### config.mk
export PLATFORM = sky130hd
export DESIGN_NAME = ni_flit_serializer
export DESIGN_NICKNAME = d
export VERILOG_FILES = /design/src/rtl/ni_flit_serializer_pkg.sv /design/src/rtl/ni_flit_serializer_buffer.sv /design/src/rtl/ni_flit_serializer.sv
export SDC_FILE = /design/constraint.sdc
export NUM_CORES = 1
export LEC_CHECK = 0
export ABC_AREA = 1
export BUFFER_PORTS_ARGS = -buffer_cell sky130_fd_sc_hd__buf_4
export CAP_MARGIN = 20
export CORE_UTILIZATION = 60
export DETAILED_ROUTE_END_ITERATION = 8
export GPL_TIMING_DRIVEN = 0
export PLACE_DENSITY = 0.79
export SLEW_MARGIN = 20
export SYNTH_ARGS = -nofsm -noshare
export SYNTH_HDL_FRONTEND = slang
export SYNTH_SLANG_ARGS = --single-unit
export TNS_END_PERCENT = 100
### constraint.sdc
create_clock -name clk -period 27.7 [get_ports clk]
set_input_delay 5.54 -clock clk [delete_from_list [all_inputs] [get_ports clk]]
set_output_delay 5.54 -clock clk [all_outputs]
set_load 0.02 [all_outputs]
### src/rtl/ni_flit_serializer_pkg.sv
// Shared constants for the NI flit serializer: default widths, flit type codes, FSM state codes.
package ni_flit_serializer_pkg;

    localparam int DEF_FLIT_WD   = 32;
    localparam int DEF_MAX_FLITS = 8;
    localparam int DEF_LEN_WD    = 3;
    localparam int DEF_BUF_DEPTH = 2;

    localparam logic [1:0] FT_BODY     = 2'b00;
    localparam logic [1:0] FT_HEAD     = 2'b01;
    localparam logic [1:0] FT_TAIL     = 2'b10;
    localparam logic [1:0] FT_HEADTAIL = 2'b11;

    localparam logic [1:0] ST_IDLE = 2'd0;
    localparam logic [1:0] ST_LOAD = 2'd1;
    localparam logic [1:0] ST_SEND = 2'd2;

    // first = flit index 0, last = flit index equals packet length
    function automatic logic [1:0] flit_type_of(input logic first, input logic last);
        logic [1:0] ft;
        ft = FT_BODY;
        if (first && last)
            ft = FT_HEADTAIL;
        else if (first)
            ft = FT_HEAD;
        else if (last)
            ft = FT_TAIL;
        return ft;
    endfunction

endpackage

### src/rtl/ni_flit_serializer_buffer.sv
// Register FIFO of {len,data} packet entries; exposes head and the entry behind it.
// Writes complete in one cycle; push ignored when full, pop ignored when empty, no bypass.
module ni_pkt_buffer
    import ni_flit_serializer_pkg::*;
#(
    parameter int ENT_WD = DEF_LEN_WD + DEF_FLIT_WD * DEF_MAX_FLITS,
    parameter int DEPTH  = DEF_BUF_DEPTH,
    parameter int OCC_WD = $clog2(DEPTH) + 1
)(
    input  logic              clk,
    input  logic              rst,
    input  logic              push,
    input  logic [ENT_WD-1:0] push_entry,
    input  logic              pop,
    output logic [ENT_WD-1:0] head_entry,
    output logic [ENT_WD-1:0] next_entry,
    output logic              full,
    output logic              empty,
    output logic [OCC_WD-1:0] occupancy
);

    localparam int PTR_WD = $clog2(DEPTH);

    logic [ENT_WD-1:0] mem [DEPTH];
    logic [PTR_WD-1:0] wr_ptr;
    logic [PTR_WD-1:0] rd_ptr;
    logic [PTR_WD-1:0] rd_next;
    logic              do_push;
    logic              do_pop;

    assign full       = (occupancy == OCC_WD'(DEPTH));
    assign empty      = (occupancy == '0);
    assign do_push    = push && !full;
    assign do_pop     = pop && !empty;
    assign rd_next    = rd_ptr + 1'b1;
    assign head_entry = mem[rd_ptr];
    assign next_entry = mem[rd_next];

    always_ff @(posedge clk) begin
        if (!rst) begin
            wr_ptr    <= '0;
            rd_ptr    <= '0;
            occupancy <= '0;
        end else begin
            if (do_push)
                wr_ptr <= wr_ptr + 1'b1;
            if (do_pop)
                rd_ptr <= rd_next;
            case ({do_push, do_pop})
                2'b10:   occupancy <= occupancy + 1'b1;
                2'b01:   occupancy <= occupancy - 1'b1;
                default: occupancy <= occupancy;
            endcase
        end
    end

    // Storage needs no reset: occupancy alone decides what is valid.
    always_ff @(posedge clk) begin
        if (do_push)
            mem[wr_ptr] <= push_entry;
    end

endmodule

### src/rtl/ni_flit_serializer.sv
// Buffers whole packets and emits them one flit per network beat toward the switch.
// First flit two cycles after accept; holds its flit while flit_stall or no beat; pkt_ready drops when buffer full.
module ni_flit_serializer
    import ni_flit_serializer_pkg::*;
#(
    parameter int FLIT_WD   = DEF_FLIT_WD,
    parameter int MAX_FLITS = DEF_MAX_FLITS,
    parameter int LEN_WD    = DEF_LEN_WD,
    parameter int PKT_WD    = FLIT_WD * MAX_FLITS,
    parameter int BUF_DEPTH = DEF_BUF_DEPTH
)(
    input  logic               clk,
    input  logic               rst,
    input  logic [PKT_WD-1:0]  pkt_data,
    input  logic [LEN_WD-1:0]  pkt_len,
    input  logic               pkt_valid,
    output logic               pkt_ready,
    input  logic               beat,
    output logic               sync_enable,
    output logic [FLIT_WD-1:0] flit_out,
    output logic [1:0]         flit_type,
    output logic               flit_valid,
    input  logic               flit_stall
);

    localparam int ENT_WD = LEN_WD + PKT_WD;
    localparam int OCC_WD = $clog2(BUF_DEPTH) + 1;

    logic [ENT_WD-1:0]  head_entry;
    logic [ENT_WD-1:0]  next_entry;
    logic               buf_full;
    logic               buf_empty;
    logic [OCC_WD-1:0]  occupancy;

    logic               push;
    logic               pop;
    logic               consume;
    logic               at_last;
    logic               has_next;

    logic [1:0]         state;
    logic [PKT_WD-1:0]  shift_reg;
    logic [LEN_WD-1:0]  cur_len;
    logic [LEN_WD-1:0]  idx;
    logic               valid_q;

    assign pkt_ready = !buf_full;
    assign push      = pkt_valid && pkt_ready;
    assign consume   = valid_q && beat && !flit_stall;
    assign at_last   = (idx == cur_len);
    assign pop       = consume && at_last;
    // The in-flight packet still occupies its entry, so a successor exists only at occupancy >= 2.
    assign has_next  = (occupancy >= OCC_WD'(2));

    ni_pkt_buffer #(
        .ENT_WD (ENT_WD),
        .DEPTH  (BUF_DEPTH),
        .OCC_WD (OCC_WD)
    ) u_buf (
        .clk        (clk),
        .rst        (rst),
        .push       (push),
        .push_entry ({pkt_len, pkt_data}),
        .pop        (pop),
        .head_entry (head_entry),
        .next_entry (next_entry),
        .full       (buf_full),
        .empty      (buf_empty),
        .occupancy  (occupancy)
    );

    always_ff @(posedge clk) begin
        if (!rst) begin
            state     <= ST_IDLE;
            valid_q   <= 1'b0;
            shift_reg <= '0;
            cur_len   <= '0;
            idx       <= '0;
        end else begin
            case (state)
                ST_IDLE: begin
                    if (!buf_empty) begin
                        shift_reg <= head_entry[PKT_WD-1:0];
                        cur_len   <= head_entry[ENT_WD-1:PKT_WD];
                        idx       <= '0;
                        state     <= ST_LOAD;
                    end
                end
                ST_LOAD: begin
                    valid_q <= 1'b1;
                    state   <= ST_SEND;
                end
                ST_SEND: begin
                    if (consume) begin
                        if (!at_last) begin
                            shift_reg <= shift_reg >> FLIT_WD;
                            idx       <= idx + 1'b1;
                        end else if (has_next) begin
                            shift_reg <= next_entry[PKT_WD-1:0];
                            cur_len   <= next_entry[ENT_WD-1:PKT_WD];
                            idx       <= '0;
                        end else begin
                            valid_q <= 1'b0;
                            state   <= ST_IDLE;
                        end
                    end
                end
                default: begin
                    valid_q <= 1'b0;
                    state   <= ST_IDLE;
                end
            endcase
        end
    end

    assign flit_valid  = valid_q;
    assign sync_enable = valid_q;
    assign flit_out    = valid_q ? shift_reg[FLIT_WD-1:0] : '0;
    assign flit_type   = valid_q ? flit_type_of(idx == '0, at_last) : FT_BODY;

endmodule

; Word level (Yosys, flattened, before mapping)
; Memories as Yosys holds them, arrays and structs flattened. A register that Yosys moved wholly into a read port is not among the register bits.
; Index checks and enable logic that the tools add are counted.
[word_totals]
regBits = 269
latch_bits = 0
ram_bits = 518
mem_bits_ro = 0
wordCells = 81
n_memories = 1
[op_classes]
addsub = 5
multipliers = 0
n_div = 0
n_lt_le_gt_ge = 1
n_eq_ne = 12
n_shift = 0
n_mux = 34
bitwise = 1
reduce_logical = 19
[mem_list]
columns = memory, depth, width, read_ports, rd_clocked_by_memory_dff, wr, line
row1 = u_buf.mem, 2, 259, 2, 1, 1, ni_flit_serializer_buffer.sv:24  ; logic [ENT_WD-1:0] mem [DEPTH];
[ops]
columns = operator, count
row1 = $mux W256, 4
row2 = $pmux W256 S2, 1
row3 = $mux W32, 1
row4 = $mux W3, 8
row5 = $mux W2, 8
row6 = $pmux W3 S2, 2
row7 = $reduce_and A4 Y1, 3
row8 = $ne A2 B2 Y1 const B, 5
row9 = $logic_and A1 B1 Y1, 7
row10 = $mux W1, 7
row11 = $eq A2 B2 Y1 const B, 3
row12 = $pmux W2 S3, 1
row13 = $reduce_and A5 Y1, 1
row14 = $eq A2 B1 Y1 const B, 2
row15 = $logic_not A2 Y1, 2
row16 = $pmux W2 S2, 1
row17 = $reduce_bool A2 Y1, 2
row18 = $add A3 B1 Y3 const B, 1
row19 = $eq A3 B3 Y1, 1
row20 = $logic_not A1 Y1, 3
row21 = $logic_not A3 Y1, 1
row22 = $ne A3 B3 Y1 const B, 1
row23 = $pmux W1 S3, 1
row24 = $add A1 B1 Y1 const B, 2
row25 = other kinds (4), 4

; Longest topological paths before layout
[depth]
depth_word = 6
ltp_mapped = 13
depth_no_buf = 13

; Cells and area by module
; A second synthesis with hierarchy kept.
[hier_totals]
hier_cells = 5346
hier_area_um2 = 40797.9
[modules_own_cells]
columns = module, instances, cells_per_inst, area_per_inst_um2, seq_area_each_um2
row1 = ni_pkt_buffer, 1, 1969, 22803.1, 15655.0
row2 = ni_flit_serializer, 1, 3377, 17994.8, 5305.1

; Least setup slack after synthesis
; OpenSTA, ideal clock, no wires.
[synth_timing]
path_type = input to register
startpoint = in pkt_valid
endpoint = mem u_buf.mem[1][0] (netlist bit), enable pin
setup_ns = 0.886
arrival_time_ns = 16.390
required_time_ns = 26.814
setup_slack_ns = 10.425
stages = 2
cell_sequence = nand2_1 nor2_1
[synth_between]
elab_chain_len = 4
[synth_rtl]
columns = item, line
row1 = start: declaration, ni_flit_serializer.sv:16  ; input logic pkt_valid,
row2 = $logic_and A1 B1 Y1, ni_flit_serializer.sv:48  ; assign push = pkt_valid && pkt_ready;
row3 = $logic_and A1 B1 Y1, ni_flit_serializer_buffer.sv:33  ; assign do_push = push && !full;
row4 = $mux W1, ni_flit_serializer_buffer.sv:59  ; if (do_push)
row5 = $mux W1 (implied by the code), ni_flit_serializer_buffer.sv:60  ; mem[wr_ptr] <= push_entry;
row6 = end: declaration, ni_flit_serializer_buffer.sv:24
; No other way between the ends.

; Worst setup path after layout
[layout_timing]
startpoint = reg idx[0]
endpoint = out flit_type[1]
[layout_between]
elab_chain_len = 5
elab_cells_between_ends = 7
classes_between = eq/ne: 1 / mux: 4 / reduce/logical: 2
[layout_rtl]
columns = item, line
row1 = start: declaration, ni_flit_serializer.sv:44  ; logic [LEN_WD-1:0] idx;
row2 = start signal: assignment, ni_flit_serializer.sv:97  ; idx <= idx + 1'b1;
row3 = $eq A3 B3 Y1, ni_flit_serializer.sv:50  ; assign at_last = (idx == cur_len);
row4 = $mux W2, ni_flit_serializer_pkg.sv:26  ; else if (last)
row5 = $mux W2, ni_flit_serializer_pkg.sv:24  ; else if (first)
row6 = $mux W2 *, ni_flit_serializer_pkg.sv:22  ; if (first && last)
row7 = $mux W2 *, ni_flit_serializer.sv:119  ; assign flit_type = valid_q ? flit_type_of(idx == '0, at_last) : FT_BODY;
row8 = end: declaration, ni_flit_serializer.sv:21  ; output logic [1:0] flit_type,
; Mark *: on every way between the ends. The rest lies on a longest branch, timed or not.

==> summary.md <==
| Metric | Value |
|---|---|
| Antenna-violating nets left | `0` |
| Worst reg2reg path depth | `10` |
| Synth warn | `0` |
| Commonest non-fill, non-tap cells in the layout | `1202 x nor2_1, 1108 x nand2_1, 566 x inv_1` |
| Worst slew margin | `0.2293` |
| Final worst-path cycle share | `0.3097` |
| Synth async-reset ratio | `0` |
| Clock root cell | `clkbuf_16` |
| Die Ht | `roughly 260 µm` |
| Fillcell total | `a little over 5000` |
| DIE AREA | `~66000 µm²` |
| DR iter-0 viols | `between 4000 and 5000` |
| Leakage power | `between 20 and 25 nW` |
| Placer Congestion | `just under 1` |
| Crit path kind | `reg -> out` |
| Final setup vio count | `0` |
| Worst Tran Pin Value | `roughly 1200 ps` |
| Clk sinks | `788` |
| Clock Skew | `between 20 and 25 ps` |
| Largest net degree at the start of global routing | `28` |
| Area growth, synth to finish | `16.97%` |
| Die width | `roughly 260 µm` |
| Post-synth EDFFs | `between 500 and 600` |
| RSZ-0062 raised after global routing | `false` |
| Wire length of the first global-routing pass | `175700 µm` |
| Synth cell types | `27` |
| Top-area cell type share of the netlist area | `0.3961` |
| Setup Fix Bufs, Post-CTS | `0` |
| Total vias in the final route | `approximately 35000` |
| Htree depth | `3` |
| Crit Path Max Fanout | `10` |
| Post-synthesis sequential area ratio | `0.5338` |
| Net Count, Synth | `about 5300` |
| Max reg flops | `518` |
| Slew Viols, Final | `0` |
| Worst path arrival time | `between 3000 and 4000 ps` |
| Hold-fix buffers, CTS | `0` |
| Post-Syn Instances | `5039` |
| Synth Area per Inst | `~7.8 µm²` |
| Area leader, netlist | `edfxtp_1` |
| HPWL Detailed | `between 80000 and 90000 µm` |
| VDD IR max | `0.00005372 V` |
| Final WL | `around 120000 µm` |
| RR Startpoint | `flit_valid` |
| Hold path startpoint | `shift_reg[20]` |
| Worst hold slack | `approximately 510 ps` |
| Peak Freq | `116.6 MHz` |
| Post-synth top flop | `edfxtp_1` |
| Final Hold Vio Count | `0` |
| CP required | `22160 ps` |
| Nets@finish | `~5700` |
| Most common cell after layout, fill and taps aside | `nor2_1` |
| Row cnt | `93` |
| Clock Latency Late Sink | `roughly 660 ps` |
| WL/cell | `roughly 18 µm` |
| Status | `finished, final reports clean` |
| Vias per inst | `roughly 5.5` |
| Initial Util | `0.6080` |
| Pre-antenna DRT Iters | `9` |
| Gates resized, CTS repair | `0` |
| GRT overflow | `0` |
| Cell Area, Synth | `about 39000 µm²` |
| Nature of the critical path endpoint | `primary output` |
| Hold path cells | `4` |
| DR DRC count | `0` |
| Cell area power density | `approximately 80 nW/µm²` |
| Initial antenna violation count | `4` |
| Clk slew on worst S/H paths | `60 ps` |
| Layout cells sized above 1 | `0.1132` |
| GRT Total Usage | `0.3417` |
| Max-cap viol count | `0` |
| Port buffer count | `roughly 300` |
| CORE AREA | `approximately 65000 µm²` |
| Hold EP | `shift_reg[20]` |
| Yosys reg bits | `788` |
| CTS tree | `built` |
| Fin crit period | `roughly 8600 ps` |
| Clock Tree Buf Depth | `3` |
| FF-to-FF setup slack | `roughly 25000 ps` |
| Num CTS Buffers | `82` |
| FF-to-FF End | `shift_reg[90]` |
| Ports | `about 300` |
| Crit start category | `flop` |
| Total Power | `3.707 mW` |
| Setup TNS | `0 ps` |
| Number of global-route vias before repair | `approximately 32000` |
| Ranking of synthesized cells by area | `edfxtp_1 40%, dfxtp_1 14%, nor2_1 12%` |
| Min-Delay Path Class | `reg -> reg` |
-- metrics by stage --
step           setup WS (ps)  instances  instance area [µm²]  utilization
2_1_floorplan          10420       5039                39270            -
3_3_place_gp            3883       6193                42580       0.6594
3_5_place_dp           19860       6215                43070       0.6669
4_1_cts                19170       6368                45920       0.7111
5_1_grt                19070       6369                45920       0.7111
6_report               19120       6372                45930       0.7112
-- final cells by class --
cell class / count / area [µm²] / share of cell area
diodes: 4 / 10.01 / 0.0002179
plain buffers: 337 / 1569 / 0.03416
clock buffers: 103 / 2281 / 0.04966
clock inverters: 50 / 571.8 / 0.01245
inverters: 570 / 2140 / 0.04658
multi-input cells: 3344 / 14610 / 0.3182
flip-flops and latches: 788 / 20960 / 0.4563
well taps: 855 / 1070 / 0.02329
repair buffers: 321 / 2715 / 0.05911
-- cells by family after synthesis --
kind of cell	after synthesis	synth area share
and+or+nand+nor	2780	0.2815
buffers and inverters	907	0.09444
DFF	788	0.5338
AOI/OAI and AO/OA	560	0.08909
adders and majority gates	3	0.0009560
xor gates and xnor gates	1	0.0002231
-- synth_stat cells, types with 25 or more instances --
cell type and number:
o21ai_0 33, nor2_1 1204, clkbuf_1 154, inv_1 566
buf_2 129, a21oi_1 233, o211ai_1 38, nand2_1 1108
dfxtp_1 270, nand3_1 453, o22ai_1 32, o21a_1 224
edfxtp_1 518, buf_1 25
-- power breakdown --
part           switching, mW  internal, mW
logic                  0.713         0.347
registers             0.0834          1.40
clock network          0.473         0.689
-- worst max-delay path by stage --
stage               slack [ps]      start               end
floorplan                10420  pkt_valid   u_buf.mem[1][0]
global placement          3880  pkt_valid  u_buf.mem[0][16]
detailed placement       19860     idx[0]      flit_type[1]
CTS                      19170     idx[0]      flit_type[1]
global route             19070     idx[1]      flit_type[1]
finish                   19120     idx[0]      flit_type[1]
-- routing by layer --
metal  up-vias  GRT usage  wire (µm)
met1     16040     0.4603      46080
met3       302    0.06498      11430
met4         2     0.1328       4782
met5         -          0         13
met2      1720     0.5477      52700
li1      16840          -          -
-- critical path: stages, from the launching register on --
cell,delay [ps]
dfxtp_1,410
inv_2,90
nand2_1,70
nand2_1,60
nor2_2,600
nand2_1,440
clkbuf_1,340
nor2_1,220
buf_4,170
No activity file was read; power rests on OpenSTA's default activity.
